[config.mk]
export PLATFORM = sky130hd
export DESIGN_NAME = video_timing_irq
export DESIGN_NICKNAME = d
export VERILOG_FILES = /design/src/rtl/vtg_pkg.sv /design/src/rtl/vtg_sync_window.sv /design/src/rtl/video_timing_irq.sv
export SDC_FILE = /design/constraint.sdc
export NUM_CORES = 1
export LEC_CHECK = 0
export ABC_CLOCK_PERIOD_IN_PS = 6600
export CAP_MARGIN = 20
export CORE_MARGIN = 10
export CORE_UTILIZATION = 50
export CTS_CLUSTER_DIAMETER = 50
export CTS_CLUSTER_SIZE = 24
export DETAILED_ROUTE_END_ITERATION = 10
export PLACE_DENSITY = 0.88
export SETUP_SLACK_MARGIN = 0.15
export SLEW_MARGIN = 25
export SYNTH_ARGS = -nofsm -noshare
export SYNTH_HDL_FRONTEND = slang
export SYNTH_SLANG_ARGS = --single-unit
[constraint.sdc]
create_clock -name clk_49m -period 6.6 [get_ports clk_49m]
set_input_delay 0.99 -clock clk_49m [delete_from_list [all_inputs] [get_ports clk_49m]]
set_output_delay 0.99 -clock clk_49m [all_outputs]
set_load 0.03 [all_outputs]
[src/rtl/vtg_pkg.sv]
// ============================================================================
// Module : vtg_pkg
// Brief  : Shared types and helpers for the video timing / IRQ block.
// Rev    : 1.0 - initial release
// ============================================================================
`default_nettype none

package vtg_pkg;

  localparam int IRQ_IDX_W     = 3;
  localparam int DEFAULT_CNT_W = 9;

  typedef logic [DEFAULT_CNT_W-1:0] cnt_t;

  // Modulo addition for operands that are each already below total
  function automatic int unsigned wrap_add(input int unsigned a,
                                           input int unsigned b,
                                           input int unsigned total);
    int unsigned sum;
    sum = a + b;
    return (sum >= total) ? sum - total : sum;
  endfunction

endpackage

`default_nettype wire

[src/rtl/vtg_sync_window.sv]
// ============================================================================
// Module : vtg_sync_window
// Brief  : Wrap-aware [start, start+WIDTH) window flag on a modulo-TOTAL counter.
// Rev    : 1.0 - initial release
// ============================================================================
`default_nettype none

module vtg_sync_window #(
  parameter int CNT_W = 9,
  parameter int TOTAL = 320,
  parameter int WIDTH = 32
) (
  input  logic [CNT_W-1:0] cnt,
  input  logic [CNT_W:0]   start,
  output logic             in_window
);

  localparam logic [CNT_W:0] TOTAL_X = (CNT_W+1)'(TOTAL);
  localparam logic [CNT_W:0] WIDTH_X = (CNT_W+1)'(WIDTH);

  logic [CNT_W:0] cnt_x;
  logic [CNT_W:0] offset;

  assign cnt_x = {1'b0, cnt};

  // Forward distance from start, measured across the counter wrap
  assign offset    = (cnt_x >= start) ? (cnt_x - start) : (cnt_x + TOTAL_X - start);
  assign in_window = (offset < WIDTH_X);

endmodule

`default_nettype wire

[src/rtl/video_timing_irq.sv]
// ============================================================================
// Module : video_timing_irq
// Brief  : Raster H/V timing with centred sync and a prioritised multi-source
//          IRQ controller. Macro VIDEO_TIMING_IRQ_FRAME_CNT_EN enables frame_cnt.
// Rev    : 1.0 - initial release
// ============================================================================
`default_nettype none

module video_timing_irq
  import vtg_pkg::*;
#(
  parameter int CNT_W          = 9,
  parameter int H_TOTAL        = 320,
  parameter int H_ACTIVE       = 256,
  parameter int H_SYNC_START   = 280,
  parameter int H_SYNC_WIDTH   = 32,
  parameter int V_TOTAL        = 264,
  parameter int V_ACTIVE_START = 16,
  parameter int V_ACTIVE_END   = 240,
  parameter int V_SYNC_START   = 248,
  parameter int V_SYNC_WIDTH   = 4,
  parameter int NUM_LINE_IRQ   = 2
) (
  input  logic                          clk_49m,
  input  logic                          reset,
  input  logic                          ce_pix,
  input  logic [3:0]                    h_center,
  input  logic [3:0]                    v_center,
  input  logic [NUM_LINE_IRQ*CNT_W-1:0] irq_line,
  input  logic [NUM_LINE_IRQ:0]         irq_en,
  input  logic                          irq_ack,
  output logic [CNT_W-1:0]              h_cnt,
  output logic [CNT_W-1:0]              v_cnt,
  output logic                          hblank,
  output logic                          vblank,
  output logic                          hsync,
  output logic                          vsync,
  output logic                          csync,
  output logic                          n_irq,
  output logic [NUM_LINE_IRQ:0]         irq_pending,
  output logic [IRQ_IDX_W-1:0]          irq_vector,
  output logic [7:0]                    frame_cnt
);

  localparam int NSRC = NUM_LINE_IRQ + 1;

  localparam logic [CNT_W-1:0] H_LAST  = CNT_W'(H_TOTAL - 1);
  localparam logic [CNT_W-1:0] V_LAST  = CNT_W'(V_TOTAL - 1);
  localparam logic [CNT_W-1:0] H_ACT   = CNT_W'(H_ACTIVE);
  localparam logic [CNT_W-1:0] V_ACT_S = CNT_W'(V_ACTIVE_START);
  localparam logic [CNT_W-1:0] V_ACT_E = CNT_W'(V_ACTIVE_END);

  logic             h_wrap;
  logic [CNT_W-1:0] v_next;
  logic [CNT_W:0]   hs_start;
  logic [CNT_W:0]   vs_start;

  assign h_wrap = ce_pix && (h_cnt == H_LAST);
  assign v_next = (v_cnt == V_LAST) ? '0 : v_cnt + 1'b1;

  always_ff @(posedge clk_49m or negedge reset) begin
    if (!reset) begin
      h_cnt <= '0;
      v_cnt <= '0;
    end else if (ce_pix) begin
      if (h_cnt == H_LAST) begin
        h_cnt <= '0;
        v_cnt <= v_next;
      end else begin
        h_cnt <= h_cnt + 1'b1;
      end
    end
  end

  assign hblank = (h_cnt >= H_ACT);
  assign vblank = (v_cnt < V_ACT_S) || (v_cnt >= V_ACT_E);

  assign hs_start = (CNT_W+1)'(wrap_add(H_SYNC_START, 32'(h_center), H_TOTAL));
  assign vs_start = (CNT_W+1)'(wrap_add(V_SYNC_START, 32'(v_center), V_TOTAL));

  vtg_sync_window #(
    .CNT_W (CNT_W),
    .TOTAL (H_TOTAL),
    .WIDTH (H_SYNC_WIDTH)
  ) u_hsync_win (
    .cnt       (h_cnt),
    .start     (hs_start),
    .in_window (hsync)
  );

  vtg_sync_window #(
    .CNT_W (CNT_W),
    .TOTAL (V_TOTAL),
    .WIDTH (V_SYNC_WIDTH)
  ) u_vsync_win (
    .cnt       (v_cnt),
    .start     (vs_start),
    .in_window (vsync)
  );

  assign csync = ~(hsync ^ vsync);

  logic [NUM_LINE_IRQ:0]  irq_set;
  logic [NUM_LINE_IRQ:0]  irq_clr;
  logic [NUM_LINE_IRQ:0]  irq_active;
  logic [IRQ_IDX_W-1:0]   winner;
  logic                   ack_d;

  genvar k;
  generate
    for (k = 0; k < NUM_LINE_IRQ; k++) begin : g_line_set
      assign irq_set[k] = h_wrap && (v_next == irq_line[k*CNT_W +: CNT_W]);
    end
  endgenerate

  assign irq_set[NUM_LINE_IRQ] = h_wrap && (v_next == V_ACT_E);
  assign irq_active            = irq_pending & irq_en;

  // VBlank outranks every line source; among lines the lowest index wins
  always_comb begin
    winner = '0;
    for (int i = NUM_LINE_IRQ - 1; i >= 0; i--) begin
      if (irq_active[i]) winner = IRQ_IDX_W'(i);
    end
    if (irq_active[NUM_LINE_IRQ]) winner = IRQ_IDX_W'(NUM_LINE_IRQ);
  end

  // Only a fresh ack edge while an IRQ is being signalled clears the winner
  always_comb begin
    irq_clr = '0;
    if (irq_ack && !ack_d && !n_irq) begin
      for (int i = 0; i < NSRC; i++) begin
        if (irq_vector == IRQ_IDX_W'(i)) irq_clr[i] = 1'b1;
      end
    end
  end

  always_ff @(posedge clk_49m or negedge reset) begin
    if (!reset) begin
      irq_pending <= '0;
      n_irq       <= 1'b1;
      irq_vector  <= '0;
      ack_d       <= 1'b0;
    end else begin
      irq_pending <= (irq_pending & ~irq_clr) | irq_set;
      n_irq       <= ~|irq_active;
      irq_vector  <= winner;
      ack_d       <= irq_ack;
    end
  end

`ifdef VIDEO_TIMING_IRQ_FRAME_CNT_EN
  always_ff @(posedge clk_49m or negedge reset) begin
    if (!reset) begin
      frame_cnt <= '0;
    end else if (h_wrap && (v_cnt == V_LAST)) begin
      frame_cnt <= frame_cnt + 1'b1;
    end
  end
`else
  assign frame_cnt = 8'd0;
`endif

endmodule

`default_nettype wire

Word-level counts from Yosys, hierarchy flattened
Cells that the tools add are included.
- add/subtract/negate cells: 12
- $lt $le $gt $ge: 9
- eq/ne operators: 7
- muxes and demuxes: 13
- bitwise gates (word level): 6
- reduce and logical (&&, ||, !) cells: 13
- operators by type and width (operator ; number):
    2-to-1 mux 10 bit ; 4
    adder 9 x 9 -> 10 bit, second input constant ; 2
    >= comparator 9 x 10 -> 1 bit ; 2
    subtractor 10 bit ; 2
    subtractor 9 x 10 -> 10 bit ; 2
    adder 9 x 1 -> 9 bit, second input constant ; 2
    equality test 9 bit ; 2
    equality test 9 bit, second input constant ; 2
    >= comparator 9 bit, second input constant ; 2
    2-to-1 mux 9 bit ; 2
    adder 9 x 4 -> 10 bit, first input constant ; 1
    >= comparator 10 x 9 -> 1 bit, second input constant ; 1
    less-than comparator 10 x 3 -> 1 bit, second input constant ; 1
    less-than comparator 10 x 6 -> 1 bit, second input constant ; 1
    subtractor 10 x 9 -> 10 bit, second input constant ; 1
    subtractor 9 x 9 -> 10 bit, second input constant ; 1
    adder 8 x 4 -> 9 bit, first input constant ; 1
    equality test 9 x 8 -> 1 bit, second input constant ; 1
    >= comparator 9 x 8 -> 1 bit, second input constant ; 1
    less-than comparator 9 x 5 -> 1 bit, second input constant ; 1
    2-to-1 mux 3 bit ; 3
    AND 3 bit ; 2
    logical AND 1 bit ; 6
    2-to-1 mux 1 bit ; 4
    11 further kinds ; 13
- register bits after elaboration: 26
- input port bits: 33
- output and inout port bits: 38
- logic and storage cells: 66

Longest topological paths before layout
Gate-level depths: netlist of the first run.
- depth after elaboration: 8
- gate-level depth with buffers: 12
- depth with buffers taken out: 12

Cells and area by module
Synthesis of the first run repeated with hierarchy kept, for this count alone.
- cells, all modules: 447
- area, all modules: 3666.0 sq um
- modules (own cells, without submodules) (module ; instances ; cells an instance ; area each (sq um) ; seq. area each (sq um)):
    video_timing_irq ; 1 ; 206 ; 1774.2 ; 626.9
    vtg_sync_window (u_vsync_win) ; 1 ; 137 ; 1079.8 ; 0.0
    vtg_sync_window (u_hsync_win) ; 1 ; 104 ; 812.0 ; 0.0

Worst setup path before layout of the first run
Ideal clock, no wire load.
- path type: input -> output
- from: in v_center[2]
- to: out csync
- data arrival time: 3734 ps
- required time: 5610 ps
- path slack: 1876 ps
- cell stages on the path: 11
- buffers on the path: 0
- path through: inv_1 -> ha_1 -> fa_1 -> a21o_1 -> a21o_1 -> a221oi_1 -> nor3b_1 -> nor4_1 -> nand4b_1 -> o21ai_1 -> xnor2_1
- word-level cells in the longest chain between the ends: 8
- elaborated cells between the ends (all ways): 11
- classes of those cells: add/sub (4); order compare (3); mux (2); bitwise (2)
- ends and longest elaborated chain (what ; RTL line ; RTL):
    from (decl) ; video_timing_irq.sv:28 ; input logic [3:0] v_center,
    adder 8 x 4 -> 9 bit * ; vtg_pkg.sv:20 ; sum = a + b;
    subtractor 9 x 9 -> 10 bit / >= comparator 9 bit (equally long branches) ; vtg_pkg.sv:21 ; return (sum >= total) ? sum - total : sum;
    2-to-1 mux 10 bit * ; vtg_pkg.sv:21 ;
    subtractor 10 bit (tied with other cells) ; vtg_sync_window.sv:27 ; assign offset = (cnt_x >= start) ? (cnt_x - start) : (cnt_x + TOTAL_X - start);
    2-to-1 mux 10 bit * ; vtg_sync_window.sv:27 ;
    less-than comparator 10 x 3 -> 1 bit * ; vtg_sync_window.sv:28 ; assign in_window = (offset < WIDTH_X);
    via vsync ; video_timing_irq.sv:37 ; output logic vsync,
    bitwise XOR 1 bit * ; video_timing_irq.sv:101 ; assign csync = ~(hsync ^ vsync);
    NOT 1 bit * ; video_timing_irq.sv:101 ;
    to (decl) ; video_timing_irq.sv:38 ; output logic csync,
The timed path passes the listed nets; every way through them passes the cells marked *.

Worst setup path after layout of the first run
- from: in v_center[3]
- to: out csync
- word-level cells in the longest chain between the ends: 8
- elaborated cells between the ends (all ways): 11
- classes of those cells: add/sub (4); order compare (3); mux (2); bitwise (2)
- ends and longest elaborated chain (what ; RTL line):
    adder 8 x 4 -> 9 bit * ; vtg_pkg.sv:20
    subtractor 9 x 9 -> 10 bit / >= comparator 9 bit (equally long branches) ; vtg_pkg.sv:21
    2-to-1 mux 10 bit * ; vtg_pkg.sv:21
    subtractor 10 bit (tied with other cells) ; vtg_sync_window.sv:27
    2-to-1 mux 10 bit * ; vtg_sync_window.sv:27
    less-than comparator 10 x 3 -> 1 bit * ; vtg_sync_window.sv:28
    bitwise XOR 1 bit * ; video_timing_irq.sv:101
    NOT 1 bit * ; video_timing_irq.sv:101
Every way passes the cells marked *; elsewhere a longest branch is shown, timed or not.

==> flow_summary.yaml, run 1 <==
cts:
  cts_tree: "done"
  cts.sinks: 25
  clk_path_buf_depth: 2
  cts_resized: 0
  cts_buffers: 3
  clkSlewWorstSetupHoldPaths_ns: 0.09
  htree_num_levels: 1
  cts_setup_buffers: 0
  cts_hold_buf: 0
  clock_latency_ns: 0.26
  cts_root_buffer: "clkbuf_8"
layout:
  drive_above_1_share_pct: 4.36
  layout.nets: 521
  fillers: 512
  post-route-util_pct: 63.9
  instances_no_fill: 511
  n_antenna_cell: 0
  areaGrowthSynthToFinish_pct: 21.7
power:
  ir_drop_uv: 244
  internal_power_uw: 497
  power_frac_seq_pct: 24.2
  leakagePower_uw: 0.00167
  pwr-share-comb_pct: 66.3
  p_switching_uw: 461
  clkPwrFrac_pct: 9.5
  powerDensity_mw_per_mm2: 249
  switching_share_pct: 48.1
routing:
  wl_met3_um: 438
  vias_per_cell: 5.66
  drt_iter0_drc: 138
  vias: 2890
  met1_length_um: 3350
  drc_errors: 0
  avgRoutedWirePerCell_um: 15.9
  top_layer_used: "met4"
  wl_met2_um: 4200
  wl_um: 8120
  drt_pass1_iterations: 7
  drtAntennaViolNets: 0
synthesis:
  synthTopCellsByCount: "ha_1, inv_1, nand2_1"
  synthCells: 378
  async_reset_ff_share_pct: 100
  yosys.area.top_type: "dfrtp_1"
  synth_flop_cell: "dfrtp_1"
  synth_edf_count: 0
  synth.distinct_cells: 63
  ys_warn_count: 0
  synth_area_leaders: "dfrtp_1, ha_1, fa_1"
  ys_ff_latch: 25
  synth_area_mm2: 0.00317
  synth_seq_area_share_pct: 19.8
  synth_top_area_share_pct: 19.0
  synth.most_common_cell: "ha_1"
  avgSynthCellArea_um2: 8.37
critical_path:
  critPathKind: "in -> out"
  crit_required_ns: 5.61
  cp-end-kind: "output pin"
  regToRegStartpoint: "v_cnt[6]"
  cp_max_fo: 9
  cp.arrival_ns: 4.84
  worstReg2RegEnd: "irq_pending[1]"
  reg2reg_depth: 7
  cp-start-kind: "input pin"
  rrSetupSlack_ns: 4.32
min_path:
  hold_depth: 1
  hold_start: "irq_pending[1]"
  min_to: "n_irq"
  hold_class: "reg -> reg"
floorplanning:
  die_y_um: 99.6
  design.core.area_mm2: 0.00603
  start_util_pct: 52.5
  pin_count: 71
  num_rows: 28
  die_area_mm2: 0.00991
  die_w_um: 99.6
sta:
  setup_slack_ns: 0.773
  whs_ns: 0.471
  maxSlewHeadroom_pct: 58.6
  rsz0062_at_grt: "no"
  maxSlewViolCount: 0
  post-route-min-period_ns: 5.83
  worst_pin_slew_ns: 0.616
  fin_crit_sh_pct: 88.3
  fin_skew_ns: 0.00108
  hold_violations: 0
  fin_tns_setup_ns: 0
  setup_viol: 0
  fmax_mhz: 172
place:
  dp_slack_ns: 0.764
  gp_congestion: 0.921
  place_inst: 507
  port_buffers: 61
  dp_hpwl_um: 6760
global_routing:
  grt_max_degree: 26
  antenna_found_initial: 0
  track_usage_pct: 16.0
  grt_pass1_vias: 3014
  gr-total-overflow: 0
  grt_first_pass_wirelength_um: 13800
flow_run:
  max_cap_violations: 0
status:
  status: "finished, final reports clean"
==> layout make-up <==
cell class	instances	area (um2)	share of cell area, %
multi-input cells	308	2330	60.6
flip-flops and latches	25	627	16.3
repair buffers	62	613	15.9
inverters	37	139	3.61
well taps	75	93.8	2.44
clock buffers	4	45.0	1.17
==> how the worst max path moves through the flow <==
stage	start	end	cells past startpoint
6_report	v_center[3]	csync	14
3_5_place_dp	v_center[3]	csync	14
4_1_cts	v_center[3]	csync	14
5_1_grt	v_center[3]	csync	14
2_1_floorplan	v_center[2]	csync	11
3_3_place_gp	v_center[3]	csync	14
==> logic make-up after synthesis <==
group | after synthesis | synth area share, %
muxes | 2 | 0.672
AOI/OAI and AO/OA | 77 | 16.2
buffers and inverters | 53 | 7.43
xor gates and xnor gates | 41 | 11.3
DFF | 25 | 19.8
adders and majority gates | 51 | 22.8
and+or+nand+nor | 128 | 21.7
other | 1 | 0.118
==> layout by cell type, fill, tap and decap left out, types with 12 or more instances in the layout <==
cell,n
clkdlybuf4s50_1,60
ha_1,40
inv_1,37
nand2_1,29
xnor2_1,25
dfrtp_1,24
nor2_1,23
a21oi_1,18
o21ai_0,17
xor2_1,16
nand3_1,14
nand4_1,12
==> power by group through the flow <==
stage	registers, uW	clock network [uW]	logic [uW]
after CTS	231	91.5	636
after floorplan	268	0	410
final	232	91.0	635
after detailed placement	233	0	632
after global placement	232	0	606
after global routing	240	98.9	701
==> registers in the layout, indices dropped and copies added (netlist names) <==
name and cells:
ack_d 1, h_cnt 9, irq_pending 3, irq_vector 2, n_irq 1, v_cnt 9
==> through the flow <==
| stage | power (uW) | instance area (um2) |
|---|---|---|
| 5_1_grt | 1040 | 3850 |
| 2_1_floorplan | 678 | 3200 |
| 3_3_place_gp | 838 | 3810 |
| 3_5_place_dp | 866 | 3810 |
| 4_1_cts | 959 | 3850 |
| 6_report | 959 | 3850 |
==> routing by layer <==
| metal | GRT usage, % | vias to the layer above |
|---|---|---|
| li1 | - | 1416 |
| met1 | 18.5 | 1387 |
| met3 | 3.11 | 12 |
| met5 | 0 | - |
| met2 | 29.4 | 75 |
| met4 | 3.75 | 0 |
==> worst max-delay path, stage by stage <==
cell and delay [ns]:
clkdlybuf4s50_1 0.72, inv_1 0.26, ha_1 0.46, inv_1 0.07, ha_1 0.20, a21o_1 0.15, a21o_1 0.21, a211oi_1 0.23
a21oi_1 0.06, nor4_1 0.27, nand4b_1 0.18, o21ai_1 0.18, xnor2_1 0.15, clkdlybuf4s50_1 0.69
(Power assumes the default switching activity.)
==> run 2: changes to the inputs <==
--- a/config.mk
+++ b/config.mk
@@ -5,14 +5,15 @@
 export SDC_FILE = /design/constraint.sdc
 export NUM_CORES = 1
 export LEC_CHECK = 0
-export ABC_CLOCK_PERIOD_IN_PS = 6600
+export ABC_CLOCK_PERIOD_IN_PS = 4900
 export CAP_MARGIN = 20
 export CORE_MARGIN = 10
-export CORE_UTILIZATION = 50
+export CORE_UTILIZATION = 47
 export CTS_CLUSTER_DIAMETER = 50
 export CTS_CLUSTER_SIZE = 24
 export DETAILED_ROUTE_END_ITERATION = 10
-export PLACE_DENSITY = 0.88
+export PLACE_DENSITY = 0.87
+export RECOVER_POWER = 100
 export SETUP_SLACK_MARGIN = 0.15
 export SLEW_MARGIN = 25
 export SYNTH_ARGS = -nofsm -noshare
==> constraint.sdc (replaced) <==
create_clock -name clk_49m -period 4.9 [get_ports clk_49m]
set_input_delay 0.735 -clock clk_49m [delete_from_list [all_inputs] [get_ports clk_49m]]
set_output_delay 0.735 -clock clk_49m [all_outputs]
set_load 0.03 [all_outputs]
==> run 2 against run 1 <==
Net effect: first-iteration DRC count shrank 10%; core utilization shrank 4.4 points; register-to-register slack lost 1.8 ns; design area shrank 0.26%; clock skew grew 0.00080 ns; power grew 32%; die area grew 5.1%; critical path depth shrank 1; cell count grew 0.59%; critical path type unchanged; critical endpoint is now hsync; largest power group unchanged; highest routed layer unchanged.
==> flow_summary.yaml, run 2 (synthesis gave the netlist of run 1 again) <==
global_routing:
  grt_pass1_vias: 2920
  antenna_found_initial: 0
  grt_first_pass_wirelength_um: 13200
  track_usage_pct: 15.1
  gr-total-overflow: 0
  grt_max_degree: 26
routing:
  wl_um: 7940
  vias_per_cell: 5.60
  drt_pass1_iterations: 4
  drt_iter0_drc: 124
  vias: 2878
  drtAntennaViolNets: 0
  avgRoutedWirePerCell_um: 15.4
  drc_errors: 0
layout:
  largestRegisters: "h_cnt x9, v_cnt x9, irq_pending x3"
  multi_input_area_mm2: 0.00232
  layout.nets: 522
  instances_no_fill: 514
  final_cell_mix: "ha_1, inv_1, nand2_1, dlygate4sd3_1, clkdlybuf4s50_1"
  layout_commonest_cell: "ha_1"
  drive_above_1_share_pct: 4.35
  seqCellArea_um2: 627
  post-route-util_pct: 59.5
  n_antenna_cell: 0
  fillers: 559
  areaGrowthSynthToFinish_pct: 21.3
place:
  dp_hpwl_um: 6670
  place_inst: 510
  port_buffers: 61
  gp_congestion: 0.878
power:
  switching_share_pct: 48.1
  finalPower_uw: 1260
  ir_drop_uv: 268
  power_frac_seq_pct: 24.5
  clkPwrFrac_pct: 9.7
  pwr-share-comb_pct: 65.8
  leakagePower_uw: 0.00170
  powerDensity_mw_per_mm2: 328
  internal_power_uw: 654
  p_switching_uw: 607
critical_path:
  cp-start-kind: "input pin"
  cp-end-kind: "output pin"
  cp.arrival_ns: 3.85
  critPathKind: "in -> out"
  cp_max_fo: 3
  crit_required_ns: 4.16
status:
  status: "finished, final reports clean"
cts:
  cts_tree: "done"
  cts_root_buffer: "clkbuf_8"
  cts_setup_buffers: 0
  clock_latency_ns: 0.27
  clk_path_buf_depth: 2
  cts_hold_buf: 0
  cts.sinks: 25
  clkSlewWorstSetupHoldPaths_ns: 0.08
  htree_num_levels: 1
  cts_buffers: 3
sta:
  setup_viol: 0
  fin_skew_ns: 0.00188
  maxSlewHeadroom_pct: 12.7
  rsz0062_at_grt: "no"
  fmax_mhz: 218
  hold_violations: 0
  worst_pin_slew_ns: 1.31
  fin_crit_sh_pct: 93.5
  post-route-min-period_ns: 4.58
  maxSlewViolCount: 0
  fin_tns_setup_ns: 0
  whs_ns: 0.470
floorplanning:
  num_rows: 29
  start_util_pct: 49.0
  die_y_um: 102
  die_w_um: 102
  design.core.area_mm2: 0.00646
  die_area_mm2: 0.0104
  pin_count: 71
flow_run:
  max_cap_violations: 0
min_path:
  hold_class: "reg -> reg"
## run 2: changes by cell type in the layout (fill, tap and decap cells not counted), moves of 2 or more
| cell | change |
|---|---|
| clkdlybuf4s50_1 | -32 |
| dlygate4sd3_1 | +29 |
| buf_4 | +2 |
| clkbuf_1 | +2 |
| o21ai_0 | +2 |
| o21ai_1 | -2 |
## run 2: metal layers
layer	global-route usage, %	vias to the layer above	part of all wire [%]
met4	3.58	0	1.5
met3	3.78	12	6.2
met2	27.6	78	51
met1	17.3	1370	41
li1	-	1418	-
met5	0	-	0
## run 2: per-stage QoR
step                      setup slack (ns)  cell area, um2
after global placement               0.172            3820
after global routing                 0.112            3840
after detailed placement            0.0642            3810
final                                0.319            3840
after CTS                            0.341            3850
after floorplan                      0.686            3200
## run 2: power groups by stage
stage	Clock [uW]	Combinational [uW]	Sequential, uW
after CTS	124	850	311
final	122	829	309
after detailed placement	0	847	313
after floorplan	0	552	362
after global routing	134	924	318
after global placement	0	814	314
## run 2: critical path, cell delays in order
cell and delay [ns]:
clkdlybuf4s50_1 0.40, inv_1 0.06, ha_1 0.17, inv_1 0.06
fa_1 0.48, nor2_1 0.05, a2111oi_2 0.42, o31ai_1 0.16
a211oi_1 0.31, or2_2 0.16, a31oi_1 0.07, nor3_1 0.31
dlygate4sd2_1 0.45
## run 2: final cells by class
type,instances,share of cell area (%)
flip-flops and latches,25,16.3
clock buffers,4,1.17
well taps,77,2.51
repair buffers,63,15.9
inverters,37,3.62
multi-input cells,308,60.5
## run 2: timing repair
action	CTS	global route
pin swaps	0	0
endpoints found under the setup margin	1	1
gates resized for setup	1	1
## run 2: final timing paths
kind                                start        endpoint  slack, ns  cells past startpoint
min reg2reg                irq_pending[1]           n_irq       0.47                      1
max in group asynchronous           reset        v_cnt[0]       3.40                      1
max reg2reg                      h_cnt[5]  irq_pending[0]       2.51                      8
max                           h_center[1]           hsync       0.32                     13
min                        irq_pending[1]           n_irq       0.47                      1
min in group asynchronous           reset        v_cnt[5]       0.74                      1
==> run 3: changes to the inputs <==
--- a/config.mk
+++ b/config.mk
@@ -7,7 +7,7 @@
 export LEC_CHECK = 0
 export ABC_CLOCK_PERIOD_IN_PS = 4900
 export CAP_MARGIN = 20
-export CORE_MARGIN = 10
+export CORE_MARGIN = 1
 export CORE_UTILIZATION = 47
 export CTS_CLUSTER_DIAMETER = 50
 export CTS_CLUSTER_SIZE = 24
==> run 3 against run 2 <==
Net effect: fmax is 1.0% higher; combinational power is essentially flat; the flow now finishes with violations (design-rule violations); hold slack got worse by 0.023 ns; cell count rose by 0.39%; register-to-register slack improved by 0.03 ns; sequential share of layout area shrank 0.085 points; first-iteration DRC count decreased by 10%; die area fell by 32%; routed wire length fell by 8.9%; design area is 0.52% higher; via count up 0.97%; worst setup slack improved by 0.047 ns; critical path type unchanged.
==> flow_summary.yaml, run 3 (synthesis gave the netlist of run 1 again) <==
layout:
  n_antenna_cell: 0
  layout.nets: 524
  drive_above_1_share_pct: 4.78
  final_cell_mix: "ha_1, inv_1, nand2_1, dlygate4sd3_1, clkdlybuf4s50_1"
  largestRegisters: "h_cnt x9, v_cnt x9, irq_pending x3"
  fillers: 537
  areaGrowthSynthToFinish_pct: 22.0
  fin_area_mm2: 0.00386
  layout_commonest_cell: "ha_1"
sta:
  fin_crit_sh_pct: 92.5
  hold_violations: 0
  setup_slack_ns: 0.366
  fin_tns_setup_ns: 0
  rsz0062_at_grt: "no"
  fin_skew_ns: 0.00163
  maxSlewHeadroom_pct: 14.8
  setup_viol: 0
  worst_pin_slew_ns: 1.28
  fmax_mhz: 221
  maxSlewViolCount: 0
  post-route-min-period_ns: 4.53
place:
  dp_slack_ns: 0.0903
  port_buffers: 61
  dpl_cell_area_mm2: 0.00383
  dp_hpwl_um: 6090
  gp_congestion: 0.882
critical_path:
  cp.arrival_ns: 3.80
  cp-end-kind: "output pin"
  cp-start-kind: "input pin"
  max_stage_delay_ns: 0.48
  path_buf_inv: 3
  cpMaxStageDelayCell: "fa_1"
  critPathKind: "in -> out"
  crit_top_cell: "a21o_1"
  crit_chain: "clkdlybuf4s50_1 -> inv_1 -> ha_1 -> fa_1 -> a21o_1 -> a21o_1 -> a221oi_1 -> nor3b_1 -> nor4_1 -> nand4b_1 -> o21ai_0 -> xnor2_1 -> buf_4"
  cp_max_fo: 7
  crit_required_ns: 4.16
  cp_top_family: "compound AO/OA/AOI/OAI gates"
cts:
  clock_latency_ns: 0.27
  clk_path_buf_depth: 2
  cts_root_buffer: "clkbuf_8"
  cts_setup_buffers: 0
  cts_tree: "done"
  cts_hold_buf: 0
  cts_buffers: 3
  clkSlewWorstSetupHoldPaths_ns: 0.08
  htree_num_levels: 1
  cts.sinks: 25
power:
  p_switching_uw: 604
  switching_share_pct: 47.9
  power_frac_seq_pct: 24.7
  pwr-share-comb_pct: 65.8
  powerDensity_mw_per_mm2: 326
  leakagePower_uw: 0.00172
  clkPwrFrac_pct: 9.5
  internal_power_uw: 656
  ir_drop_uv: 317
routing:
  drtAntennaViolNets: 0
  drc_errors: 9
  drt_iter0_drc: 111
  drt_pass1_iterations: 9
  wl_um: 7240
  vias_per_cell: 5.63
  vias: 2906
  avgRoutedWirePerCell_um: 14.0
status:
  violations: "design-rule violations"
  status: "finished with violations"
global_routing:
  gr-total-overflow: 0
  grt_max_degree: 26
  antenna_found_initial: 0
  grt_pass1_vias: 2813
  grt_first_pass_wirelength_um: 12200
  track_usage_pct: 20.7
floorplanning:
  start_util_pct: 49.3
  pin_count: 71
  die_area_mm2: 0.00707
  die_w_um: 84.1
  die_y_um: 84.1
  num_rows: 29
  design.core.area_mm2: 0.00642
flow_run:
  max_cap_violations: 0
min_path:
  hold_class: "reg -> reg"
[run 3: cell types whose count changed in the layout (fill, tap and decap cells not counted), sizes merged]
| cell | delta |
|---|---|
| clkdlybuf4s50 | -1 |
| buf | +2 |
| dlymetal6s2s | +1 |
[run 3: layout make-up]
class / count / area (um2) / area share, %
clock buffer: 4 / 45.0 / 1.17
inverter: 37 / 139 / 3.60
multi-input combinational: 308 / 2330 / 60.3
sequential: 25 / 627 / 16.2
tap: 77 / 96.3 / 2.50
timing repair buffer: 65 / 627 / 16.2
[run 3: what timing repair did]
item / CTS / global route
resized for setup: 1 / 1
pin swaps: 0 / 0
endpoints found under the setup margin: 1 / 1
hold endpoints to repair: 0 / 0
[run 3: power by group through the flow]
stage,Sequential [uW],Clock [uW],Combinational [uW]
6_report,311,120,829
3_3_place_gp,315,0,818
4_1_cts,312,122,844
3_5_place_dp,315,0,842
2_1_floorplan,362,0,552
5_1_grt,318,133,916
[run 3: through the flow]
| stage | utilization (%) | std cells | hold slack (ns) | power (uW) |
|---|---|---|---|---|
| global route | 60.1 | 516 | 0.486 | 1370 |
| finish | 60.1 | 516 | 0.447 | 1260 |
| floorplan | - | 386 | 0.439 | 914 |
| detailed placement | 59.6 | 512 | 0.446 | 1160 |
| CTS | 60.3 | 516 | 0.456 | 1280 |
| global placement | 59.7 | 512 | 0.449 | 1130 |
[run 3: worst register-to-register path: cells and delay by family, from the launching register on]
kind            cells  cell delay (ns)
compound gates      1             0.15
buf+inv             1             0.52
flops               1             0.47
simple gates        6             1.14
[run 3: worst paths after layout]
kind	startpoint	to	slack (ns)	cells past startpoint
worst min register to register	irq_pending[1]	n_irq	0.45	1
worst max-delay path	v_center[2]	csync	0.37	13
worst min-delay path	irq_pending[1]	n_irq	0.45	1
max in group asynchronous	reset	h_cnt[0]	3.43	1
worst max register to register	h_cnt[5]	irq_pending[1]	2.54	8
min in group asynchronous	reset	v_cnt[5]	0.72	1
[run 3: metal layers]
metal  routed length (um)  part of all wire, %  up-vias  track usage [%]
li1                     -                    -     1421                -
met5                    0                    0        -                0
met1                 2980                   41     1380             24.8
met2                 3750                   52       87             37.9
met4                  181                  2.5        0             6.90
met3                  327                  4.5       18             2.97
